## src/rtl/vga_layer_mixer.sv

```systemverilog
// Overlays up to four positioned, colour-keyed image layers onto a VGA pixel stream.
// The pipeline is three stages deep, and every sideband signal is delayed to match rgb_out.
module vga_layer_mixer #(
   parameter int          NUM_LAYERS = 2,
   parameter int          LAYER_W    = 64,
   parameter int          LAYER_H    = 64,
   parameter logic [11:0] KEY_RGB    = 12'hF0F,
   localparam int         XW         = $clog2(LAYER_W),
   localparam int         YW         = $clog2(LAYER_H),
   localparam int         AW         = XW + YW
) (
   input  logic                       pclk,
   input  logic                       rst_n,
   input  logic [10:0]                hcount_in,
   input  logic [10:0]                vcount_in,
   input  logic                       hsync_in,
   input  logic                       vsync_in,
   input  logic                       hblnk_in,
   input  logic                       vblnk_in,
   input  logic [11:0]                rgb_in,
   input  logic [NUM_LAYERS*12-1:0]   layer_x,
   input  logic [NUM_LAYERS*12-1:0]   layer_y,
   input  logic [NUM_LAYERS-1:0]      layer_en,
   input  logic [NUM_LAYERS-1:0]      key_en,
   output logic [NUM_LAYERS*AW-1:0]   rom_addr,
   input  logic [NUM_LAYERS*12-1:0]   rom_data,
   output logic [10:0]                hcount_out,
   output logic [10:0]                vcount_out,
   output logic                       hsync_out,
   output logic                       vsync_out,
   output logic                       hblnk_out,
   output logic                       vblnk_out,
   output logic [11:0]                rgb_out,
   output logic                       hit_valid,
   output logic [1:0]                 hit_id
);

   // Widen to 13 bits so that x + LAYER_W cannot wrap for positions near 4095.
   function automatic logic in_window(input logic [10:0] hc, input logic [10:0] vc,
                                      input logic [11:0] x, input logic [11:0] y);
      logic [12:0] h13, v13, x13, y13;
      h13 = {2'b00, hc};
      v13 = {2'b00, vc};
      x13 = {1'b0, x};
      y13 = {1'b0, y};
      return (h13 >= x13) && (h13 < x13 + 13'(LAYER_W)) &&
             (v13 >= y13) && (v13 < y13 + 13'(LAYER_H));
   endfunction

   function automatic logic [AW-1:0] win_addr(input logic [10:0] hc, input logic [10:0] vc,
                                              input logic [11:0] x, input logic [11:0] y);
      logic [XW-1:0] dx;
      logic [YW-1:0] dy;
      dx = XW'({1'b0, hc} - x);
      dy = YW'({1'b0, vc} - y);
      return {dy, dx};
   endfunction

   logic                     vsync_prev_q, vsync_prev_d;
   logic                     vs_rise;
   logic [NUM_LAYERS*12-1:0] x_sh_q, x_sh_d, y_sh_q, y_sh_d;
   logic [NUM_LAYERS-1:0]    en_sh_q, en_sh_d, key_sh_q, key_sh_d;

   logic                     vld_p1_q, vld_p1_d;
   logic [10:0]              hcount_p1_q, hcount_p1_d, vcount_p1_q, vcount_p1_d;
   logic [3:0]               sync_p1_q, sync_p1_d;
   logic [11:0]              rgb_p1_q, rgb_p1_d;
   logic [NUM_LAYERS-1:0]    in_win_p1_q, in_win_p1_d, key_p1_q, key_p1_d;
   logic [NUM_LAYERS*AW-1:0] rom_addr_q, rom_addr_d;

   logic                     vld_p2_q, vld_p2_d;
   logic [10:0]              hcount_p2_q, hcount_p2_d, vcount_p2_q, vcount_p2_d;
   logic [3:0]               sync_p2_q, sync_p2_d;
   logic [11:0]              rgb_p2_q, rgb_p2_d;
   logic [NUM_LAYERS-1:0]    in_win_p2_q, in_win_p2_d, key_p2_q, key_p2_d;

   logic [10:0]              hcount_out_q, hcount_out_d, vcount_out_q, vcount_out_d;
   logic [3:0]               sync_out_q, sync_out_d;
   logic [11:0]              rgb_out_q, rgb_out_d;
   logic                     hit_valid_q, hit_valid_d;
   logic [1:0]               hit_id_q, hit_id_d;

   always_comb begin
      // Layer configuration is sampled once per frame, on the vsync rising edge.
      vs_rise      = vsync_in & ~vsync_prev_q;
      vsync_prev_d = vsync_in;
      x_sh_d       = vs_rise ? layer_x  : x_sh_q;
      y_sh_d       = vs_rise ? layer_y  : y_sh_q;
      en_sh_d      = vs_rise ? layer_en : en_sh_q;
      key_sh_d     = vs_rise ? key_en   : key_sh_q;

      // Stage 1: window test and ROM addressing
      vld_p1_d    = 1'b1;
      hcount_p1_d = hcount_in;
      vcount_p1_d = vcount_in;
      sync_p1_d   = {hsync_in, vsync_in, hblnk_in, vblnk_in};
      rgb_p1_d    = rgb_in;
      key_p1_d    = key_sh_q;
      in_win_p1_d = '0;
      rom_addr_d  = '0;
      for (int i = 0; i < NUM_LAYERS; i++) begin
         in_win_p1_d[i] = en_sh_q[i] &
                          in_window(hcount_in, vcount_in, x_sh_q[12*i +: 12], y_sh_q[12*i +: 12]);
         if (in_win_p1_d[i])
            rom_addr_d[AW*i +: AW] = win_addr(hcount_in, vcount_in,
                                              x_sh_q[12*i +: 12], y_sh_q[12*i +: 12]);
      end

      // Stage 2: align with the synchronous ROM read
      vld_p2_d    = vld_p1_q;
      hcount_p2_d = hcount_p1_q;
      vcount_p2_d = vcount_p1_q;
      sync_p2_d   = sync_p1_q;
      rgb_p2_d    = rgb_p1_q;
      in_win_p2_d = in_win_p1_q;
      key_p2_d    = key_p1_q;

      // Stage 3: priority mix; ascending scan lets the highest opaque index win
      hcount_out_d = hcount_p2_q;
      vcount_out_d = vcount_p2_q;
      sync_out_d   = sync_p2_q;
      rgb_out_d    = rgb_p2_q;
      hit_valid_d  = 1'b0;
      hit_id_d     = 2'd0;
      for (int i = 0; i < NUM_LAYERS; i++) begin
         if (in_win_p2_q[i] && !(key_p2_q[i] && (rom_data[12*i +: 12] == KEY_RGB))) begin
            rgb_out_d   = rom_data[12*i +: 12];
            hit_valid_d = 1'b1;
            hit_id_d    = 2'(i);
         end
      end
      if (!vld_p2_q || sync_p2_q[1] || sync_p2_q[0]) begin
         rgb_out_d   = 12'h000;
         hit_valid_d = 1'b0;
         hit_id_d    = 2'd0;
      end
   end

   always_ff @(posedge pclk) begin
      if (!rst_n) begin
         vsync_prev_q <= 1'b0;
         x_sh_q       <= '0;
         y_sh_q       <= '0;
         en_sh_q      <= '0;
         key_sh_q     <= '0;
         vld_p1_q     <= 1'b0;
         hcount_p1_q  <= '0;
         vcount_p1_q  <= '0;
         sync_p1_q    <= '0;
         rgb_p1_q     <= '0;
         in_win_p1_q  <= '0;
         key_p1_q     <= '0;
         rom_addr_q   <= '0;
         vld_p2_q     <= 1'b0;
         hcount_p2_q  <= '0;
         vcount_p2_q  <= '0;
         sync_p2_q    <= '0;
         rgb_p2_q     <= '0;
         in_win_p2_q  <= '0;
         key_p2_q     <= '0;
         hcount_out_q <= '0;
         vcount_out_q <= '0;
         sync_out_q   <= '0;
         rgb_out_q    <= '0;
         hit_valid_q  <= 1'b0;
         hit_id_q     <= '0;
      end else begin
         vsync_prev_q <= vsync_prev_d;
         x_sh_q       <= x_sh_d;
         y_sh_q       <= y_sh_d;
         en_sh_q      <= en_sh_d;
         key_sh_q     <= key_sh_d;
         vld_p1_q     <= vld_p1_d;
         hcount_p1_q  <= hcount_p1_d;
         vcount_p1_q  <= vcount_p1_d;
         sync_p1_q    <= sync_p1_d;
         rgb_p1_q     <= rgb_p1_d;
         in_win_p1_q  <= in_win_p1_d;
         key_p1_q     <= key_p1_d;
         rom_addr_q   <= rom_addr_d;
         vld_p2_q     <= vld_p2_d;
         hcount_p2_q  <= hcount_p2_d;
         vcount_p2_q  <= vcount_p2_d;
         sync_p2_q    <= sync_p2_d;
         rgb_p2_q     <= rgb_p2_d;
         in_win_p2_q  <= in_win_p2_d;
         key_p2_q     <= key_p2_d;
         hcount_out_q <= hcount_out_d;
         vcount_out_q <= vcount_out_d;
         sync_out_q   <= sync_out_d;
         rgb_out_q    <= rgb_out_d;
         hit_valid_q  <= hit_valid_d;
         hit_id_q     <= hit_id_d;
      end
   end

   assign rom_addr   = rom_addr_q;
   assign hcount_out = hcount_out_q;
   assign vcount_out = vcount_out_q;
   assign hsync_out  = sync_out_q[3];
   assign vsync_out  = sync_out_q[2];
   assign hblnk_out  = sync_out_q[1];
   assign vblnk_out  = sync_out_q[0];
   assign rgb_out    = rgb_out_q;
   assign hit_valid  = hit_valid_q;
   assign hit_id     = hit_id_q;

endmodule

```

## config.mk

```make
export PLATFORM = sky130hd
export DESIGN_NAME = vga_layer_mixer
export DESIGN_NICKNAME = d
export VERILOG_FILES = /design/src/rtl/vga_layer_mixer.sv
export SDC_FILE = /design/constraint.sdc
export NUM_CORES = 1
export LEC_CHECK = 0
export ABC_AREA = 1
export CAP_MARGIN = 20
export CORE_MARGIN = 3
export CORE_UTILIZATION = 46
export CTS_CLUSTER_SIZE = 16
export DETAILED_ROUTE_END_ITERATION = 7
export GPL_TIMING_DRIVEN = 0
export PLACE_DENSITY = 0.76
export SLEW_MARGIN = 20
export SYNTH_ARGS = -nofsm -noshare
export SYNTH_HDL_FRONTEND = slang
export SYNTH_SLANG_ARGS = --single-unit
```

## constraint.sdc

```tcl
create_clock -name pclk -period 1.8 [get_ports pclk]
set_input_delay 0.36 -clock pclk [delete_from_list [all_inputs] [get_ports pclk]]
set_output_delay 0.36 -clock pclk [all_outputs]
set_load 0.02 [all_outputs]
```

## Word level (Yosys, flattened, before mapping)

Cells that the tools add are included.

| word-level totals | value |
|---|---|
| register bits after elaboration | 204 |
| input bits | 116 |
| output and inout port bits | 65 |

| cells by class | value |
|---|---|
| add/subtract/negate cells | 8 |
| magnitude comparators | 8 |
| equality and inequality tests | 2 |
| multiplexer cells | 6 |
| bitwise logic cells | 5 |
| reductions and logical operators | 18 |

Operator list:

| operator | count |
|---|---|
| adder 12 x 7 -> 13 bit, second input constant | 4 |
| < comparator 11 x 13 -> 1 bit | 4 |
| greater-or-equal comparator 11 x 12 -> 1 bit | 4 |
| == test 12 bit, second input constant | 2 |
| 2-to-1 mux 12 bit | 2 |
| subtractor 6 bit | 4 |
| logical AND 1 bit | 10 |
| 2-to-1 mux 1 bit | 4 |
| AND reduction 2 bit | 2 |
| AND 1 bit | 3 |
| logical NOT 1 bit | 3 |
| logical OR 1 bit | 2 |
| inverter 1 bit | 2 |
| OR reduction 2 bit | 1 |

## Depth between registers and ports, before layout

Gate-level depths: netlist of the first run.

| depth | value |
|---|---|
| depth in word-level cells | 7 |
| gate-level depth with buffers | 13 |
| depth with buffers taken out | 12 |

## Worst setup path after synthesis of the first run

OpenSTA, ideal clock, no wires.

| timing | value |
|---|---|
| path kind | input to register |
| from | input hcount_in[0] |
| to | register rom_addr_q[7] (netlist: rom_addr[7]) |
| setup time | 0.062 ns |
| data arrival time | 1.883 ns |
| required time | 1.738 ns |
| setup slack | -0.145 ns |
| stages on the path | 12 |
| cell sequence | inv_1 ha_1 fa_1 nand3b_1 nand2_1 o21bai_1 nand3_1 nand3b_4 nor2_2 nand3_2 buf_6 nor2_2 |

| on the way | value |
|---|---|
| cells in the longest elaborated chain, start to end | 6 |
| elaborated cells between the ends (all ways) | 7 |
| those cells by class | order compare (2); bitwise (1); reduce/logical (4) |

Ends and longest elaborated chain:

| element | RTL line | RTL |
|---|---|---|
| from (decl) | 14 | `input logic [10:0] hcount_in,` |
| < comparator 11 x 13 -> 1 bit / greater-or-equal comparator 11 x 12 -> 1 bit (equally long branches) | 46 | `return (h13 >= x13) && (h13 < x13 + 13'(LAYER_W)) &&` |
| logical AND 1 bit * (2 in a row) | 46 |  |
| logical AND 1 bit * | 47 | `(v13 >= y13) && (v13 < y13 + 13'(LAYER_H));` |
| AND 1 bit * | 102 | `in_win_p1_d[i] = en_sh_q[i] &` |
| AND reduction 2 bit (no source line) * | - |  |
| to (signal assigned) | 180 | `rom_addr_q <= rom_addr_d;` |
| to (decl) | 69 | `logic [NUM_LAYERS*AW-1:0] rom_addr_q, rom_addr_d;` |

Every way passes the cells marked *; elsewhere a longest branch is shown, timed or not.
A chain may end at the register's enable or synchronous reset.

## Worst setup path in the final report of the first run

| timing | value |
|---|---|
| from | register x_sh_q[18] |
| to | register rom_addr_q[21] (netlist: rom_addr[21]) |

| on the way | value |
|---|---|
| cells in the longest elaborated chain, start to end | 7 |
| elaborated cells between the ends (all ways) | 8 |
| those cells by class | add/sub (1); order compare (2); bitwise (1); reduce/logical (4) |

Ends and longest elaborated chain:

| element | RTL line | RTL |
|---|---|---|
| from (decl) | 61 | `logic [NUM_LAYERS*12-1:0] x_sh_q, x_sh_d, y_sh_q, y_sh_d;` |
| from (signal assigned) | 169 | `x_sh_q <= x_sh_d;` |
| adder 12 x 7 -> 13 bit | 46 |  |
| < comparator 11 x 13 -> 1 bit | 46 |  |
| logical AND 1 bit * (2 in a row) | 46 |  |
| logical AND 1 bit * | 47 |  |
| AND 1 bit * | 102 |  |
| AND reduction 2 bit (no source line) * | - |  |

Marked as above.

==> flow_summary.toml, run 1 <==
[finish]
finalNonFillerCells = 1550
drive_gt1_frac = 0.1159
multiInputGateArea_sq_um = 3970
nFillCells = 1527
area_delta_synth_final_pct = 39.19
final_cell_area_sq_um = 12160
nets = 1492
final-seq-area_sq_um = 4073

[global_route]
grt_pass1_vias = 7053
grt_overflow_total = 0
grt_pass1_wl_mm = 34.22
grt_max_degree = 15
antenna_found_initial = 1
grt_usage = 0.2077

[critical_path]
cp_slowest_cell = "dfxtp_2"
cp.arrival_ns = 2.48
critPathTopFamily = "simple AND/OR/NAND/NOR gates"
critPathMaxStageDelay_ns = 0.36
cp-end-kind = "flop"
crit_type = "flop to flop"
worstPathRequired_ns = 2.23
path_buf_inv = 1
critPathMaxFanout = 5
crit_top_cell = "nand2_1"
reg2reg_slack_ns = -0.25
start_kind = "flop"
path_cells = "ha_4 > nand2_4 > o21ai_2 > o21ai_1 > ha_1 > a21o_1 > nand2_1 > nand2_1 > nor2_2 > nand4_4 > clkbuf_16 > nor3_4"

[yosys]
synth-seq-cells = 202
syn_area_sq_um = 8738
yosysUniqueCellTypes = 42
synthesis.nets = 1272
syn_inst = 1084
async_reset_ff_frac = 0
syn_avg_cell_area_sq_um = 8.061
synth_warnings = 0
ys.flop_type = "dfxtp_1"
synth.area.top_cells = "dfxtp_1 46%, ha_1 9.7%, nand2_1 9.1%, inv_1 9.0%, a21oi_1 4.0%"
ys_seq_area_frac = 0.4628
synth_edf_count = 0
yosysMostFrequentCell = "nand2_1"
synthTopCellsByCount = "213 x nand2_1, 209 x inv_1, 202 x dfxtp_1"
yosysTopAreaCell = "dfxtp_1"
synth_top_area_share = 0.4628

[routing]
ant_nets = 0
firstDrtPassIters = 5
drt-initial-drc-count = 307
via_per_inst = 4.779
num_vias = 7408
drcViolationCount = 0
routed_wl_mm = 22.31
avgRoutedWirePerCell_microns = 14.39

[floorplanning]
ios = 181
row_count = 49
dieArea_sq_um = 20690
die_y_microns = 143.8
start_util = 0.4767
coreArea_sq_um = 18330
die_width_microns = 143.8

[timing]
maxSlewHeadroom = 0.5798
timing.fmax_mhz = 488.4
fin_crit_ns = 2.047
finalHoldViolations = 0
worst_slew_pin_slew_ns = 0.6303
rsz0062_at_grt = "yes"
timing.final.crit_share = 1.137
worst_slack_ns = -0.2475
slew_violations = 0
finalSetupViolCount = 26
fin_skew_ns = 0.008695

[min_path]
hold_class = "primary input to flop"

[run_status]
run_status = "finished with violations"
failed_checks = "setup timing"

[cts]
cts_hold_buffers = 0
cts_buffers = 22
cts_sinks = 202
clock-root-buffer = "clkbuf_16"
clk_transition_reported_paths_ns = 0.06
htree_levels = 1
clock_path_buffers = 3
clk_latency_ns = 0.51
cts_tree = "done"

[placement]
dp_hpwl_mm = 16.69
numPortBuffers = 179
place_congestion = 0.9256
dp_slack_ns = -0.9801
placed_cell_area_sq_um = 10900
place_inst = 1492

[power]
p_per_area_nw_per_um2 = 937.5
p_leak_uw = 0.006524
peakVddDrop_uv = 664.6

[flow_run]
drv_cap = 0
## layout by cell type (no fill, tap or decap), types with 17 or more instances in the layout
cell type        count
clkbuf_16           23
o21ai_0             56
ha_1                61
nor2_1              44
inv_1              206
clkdlybuf4s50_1    125
nand3_1             55
buf_4               17
a21oi_1             69
xor2_1              18
dfxtp_1            189
dlymetal6s2s_1      28
nand2_1            209
dlygate4sd2_1       26
clkbuf_1            22
## sequential cells by signal (all words and copies together) (netlist names), 4 cells and up
signal	count
rom_addr	24
hcount_out_d	11
sync_out_d	4
y_sh_q	24
sync_p1_q	4
hcount_p1_q	11
rgb_out	12
vcount_out	11
hcount_out	11
rgb_p2_q	12
vcount_p1_q	11
x_sh_q	24
vcount_out_d	11
sync_out_q	4
rgb_p1_q	12
## metrics by stage
step	utilization	TNS (ns)	power, uW	hold WS (ns)
floorplan	-	-0.07868	5804	0.3877
global placement	0.5944	-87.04	6361	0.3920
detailed placement	0.5944	-90.68	6410	0.3947
CTS	0.6543	-4.941	11430	0.3025
global route	0.6635	-7.228	11880	0.3174
finish	0.6635	-5.246	11400	0.3203
## final timing paths
kind / start / depth (start not counted) / endpoint
worst min register to register: hcount_p1_q[4] / 2 / hcount_out_d[4]
worst min-delay path: hcount_in[0] / 3 / hcount_p1_q[0]
worst max-delay path: x_sh_q[18] / 12 / rom_addr[21]
worst max register to register: x_sh_q[18] / 12 / rom_addr[21]
## logic make-up (layout without fill, tap and decap cells)
| group | Yosys count | after routing | synth area share |
|---|---|---|---|
| AND/OR/NAND/NOR | 387 | 387 | 0.2022 |
| buffers and inverters | 248 | 484 | 0.1110 |
| flip-flops | 202 | 202 | 0.4628 |
| AO/OA/AOI/OAI | 148 | 148 | 0.09107 |
| adder cells (fa/ha/maj) | 72 | 72 | 0.1065 |
| XOR/XNOR | 26 | 26 | 0.02606 |
| other | 1 | 2 | 0.0004291 |
## repair_timing
item	CTS	global route
endpoints found under the hold margin	0	0
endpoints found under the setup margin	94	176
gates cloned	2	0
buffers inserted	14	2
pin swaps	11	7
gates resized for setup	66	53
## where the power goes
part / internal, uW / total (uW) / switching, uW / leakage, uW
registers: 4670 / 4770 / 94.1 / 0.00167
clock network: 3140 / 4940 / 1800 / 0.000400
logic: 757 / 1690 / 938 / 0.00446
total: 8570 / 11400 / 2830 / 0.00652
## routing by layer
| layer | vias to the layer above | track usage | part of all wire |
|---|---|---|---|
| met2 | 255 | 0.3660 | 0.48 |
| met1 | 3279 | 0.2523 | 0.42 |
| li1 | 3821 | - | - |
| met4 | 0 | 0.07929 | 0.036 |
| met5 | - | 0 | 0 |
| met3 | 53 | 0.03661 | 0.063 |
## worst min-delay path, stage by stage
cell	delay, ns
dlygate4sd2_1	0.30
nand2_1	0.08
inv_1	0.04
## area by class of cell
type	instances	area share
antenna	1	0.0002057
buffer	37	0.01584
clock buffer	28	0.05041
clock inverter	12	0.01697
inverter	210	0.06687
multi-input combinational	634	0.3264
sequential	202	0.3348
tap	229	0.02356
timing repair buffer	197	0.1649
(Power assumes the default switching activity.)
==> run 2: changes to the inputs <==
SETUP_SLACK_MARGIN = 0.15   (was unset)
clock period = 1.76 ns   (was 1.8 ns; I/O delays follow)
==> run 2 against run 1 <==
  * The run still ends with setup timing left
  * Total power shrank 4.0%
  * Largest cell class unchanged
  * Core utilization decreased by 1.2 points
  * Die area unchanged
  * Clock power shrank 12%
  * Design area shrank 1.7%
  * First-iteration DRC count grew 30%
  * Sequential power rose by 2%
  * Register-to-register slack lost 0.098 ns
  * Non-clock buffer count fell by 1
  * Clock skew increased by 0.0092 ns
  * Via count decreased by 0.23%
  * Largest power group is now sequential cells
  * Maximum frequency down 2.8%
==> flow_summary.toml, run 2 (same netlist as run 1, synthesis figures left out) <==
[floorplanning]
coreArea_sq_um = 18330
row_count = 49
die_width_microns = 143.8
dieArea_sq_um = 20690
ios = 181
die_y_microns = 143.8
start_util = 0.4767

[placement]
numPortBuffers = 179
dp_hpwl_mm = 16.64
place_congestion = 0.8969

[timing]
slew_violations = 0
timing.fmax_mhz = 474.9
maxSlewHeadroom = 0.6284
hold-worst-slack_ns = 0.2667
fin_crit_ns = 2.106
finalSetupViolCount = 26
worst_slew_pin_slew_ns = 0.5574
timing.final.crit_share = 1.196
rsz0062_at_grt = "yes"
fin_skew_ns = 0.01791
tns_ns = -6.413
finalHoldViolations = 0
worst_slack_ns = -0.3456

[routing]
via_per_inst = 4.787
avgRoutedWirePerCell_microns = 14.03
drcViolationCount = 0
firstDrtPassIters = 5
drt-initial-drc-count = 400
num_vias = 7391
ant_nets = 0
routed_wl_mm = 21.66

[cts]
cts_tree = "done"
clk_latency_ns = 0.50
clock_path_buffers = 3
htree_levels = 1
cts_buffers = 21
clk_transition_reported_paths_ns = 0.06
clock-root-buffer = "clkbuf_16"
cts_sinks = 202

[finish]
nets = 1490
area_delta_synth_final_pct = 36.77
mostFrequentLayoutCell = "nand2_1"
drive_gt1_frac = 0.1270
final_cell_mix = "206 x nand2_1, 205 x inv_1, 190 x dfxtp_1, 107 x clkdlybuf4s50_1, 70 x dlygate4sd2_1"
diodes = 0

[critical_path]
cp-end-kind = "flop"
cp.arrival_ns = 2.50
worstPathRequired_ns = 2.16
path_cells = "ha_4 > nand2_4 > o21ai_2 > o21ai_1 > ha_1 > a21o_1 > nand2_1 > nand2_1 > nor2_2 > nand4_4 > buf_12 > nor3_4"
start_kind = "flop"
critPathTopFamily = "simple AND/OR/NAND/NOR gates"
crit_top_cell = "nand2_1"
critPathMaxFanout = 10
cp_slowest_cell = "dfxtp_4"
crit_type = "flop to flop"
critPathMaxStageDelay_ns = 0.37
path_buf_inv = 1

[flow_run]
drv_cap = 0

[global_route]
grt_max_degree = 15
grt_pass1_vias = 7016
grt_usage = 0.2059
antenna_found_initial = 0
grt_overflow_total = 0
grt_pass1_wl_mm = 33.91

[run_status]
run_status = "finished with violations"
failed_checks = "setup timing"

[power]
p_leak_uw = 0.006201
peakVddDrop_uv = 791.9
p_per_area_nw_per_um2 = 916.1

[min_path]
hold_class = "primary input to flop"
run 2: cell types whose count changed in the layout (fill, tap and decap cells not counted), sizes merged, moves of 2 or more:
cell / before / now
inv: 209 / 211
clkinvlp: 1 / 3
clkbuf: 51 / 48
clkdlybuf4s50: 125 / 107
clkinv: 7 / 4
bufinv: 5 / 2
dlymetal6s2s: 28 / 2
dlygate4sd2: 26 / 70
run 2: worst reg2reg max path, delay by kind of cell, from the launching register on:
kind            cells  cell delay [ns]
simple gates        6             0.65
compound gates      3             0.34
flops               1             0.37
fa+ha+maj           2             0.46
buf+inv             1             0.18
run 2: area by class of cell:
class / instances / area, sq um
fillers: 1515 / 6380
flip-flops and latches: 202 / 4071
multi-input cells: 634 / 4029
repair buffers: 195 / 1861
inverters: 210 / 808.3
clock buffers: 26 / 564.3
well taps: 229 / 286.5
plain buffers: 38 / 220.2
clock inverters: 10 / 111.4
run 2: stage by stage:
step                area [sq um]  utilization  setup slack (ns)  total power, uW  std cells
floorplan                   8838            -          -0.04334             5944       1084
global placement           10920       0.5955            -1.027             6518       1492
detailed placement         10920       0.5955            -1.040             6570       1492
CTS                        11770       0.6418           -0.2888            10980       1539
global route               11950       0.6520           -0.4398            11450       1544
finish                     11950       0.6520           -0.3456            10950       1544
run 2: power by group:
part	switching, uW	internal, uW	total (uW)
clock network	1780	2570	4350
registers	93.9	4780	4870
logic	958	770	1730
total	2830	8120	10900
run 2: worst paths after layout:
check | startpoint | endpoint | slack (ns) | depth (start not counted)
worst min-delay path | hcount_in[8] | hcount_p1_q[8] | 0.27 | 3
worst max register to register | x_sh_q[19] | rom_addr[15] | -0.35 | 12
worst max-delay path | x_sh_q[19] | rom_addr[15] | -0.35 | 12
worst min register to register | rgb_p1_q[6] | rgb_p2_q[6] | 0.41 | 2
run 2: timing repair:
item | in CTS | in global routing
setup buffers | 10 | 5
gates resized for setup | 119 | 38
hold buffers | 0 | 0
gates cloned | 1 | 0
endpoints found under the setup margin | 209 | 161
pin swaps | 9 | 13
run 2: per-layer routing:
layer  up-vias  GRT usage  wire (microns)
li1       3806          -               -
met2       252     0.3731           10340
met3        54    0.03195            1490
met1      3279     0.2490            9095
met4         0    0.06640             733
met5         -          0               0
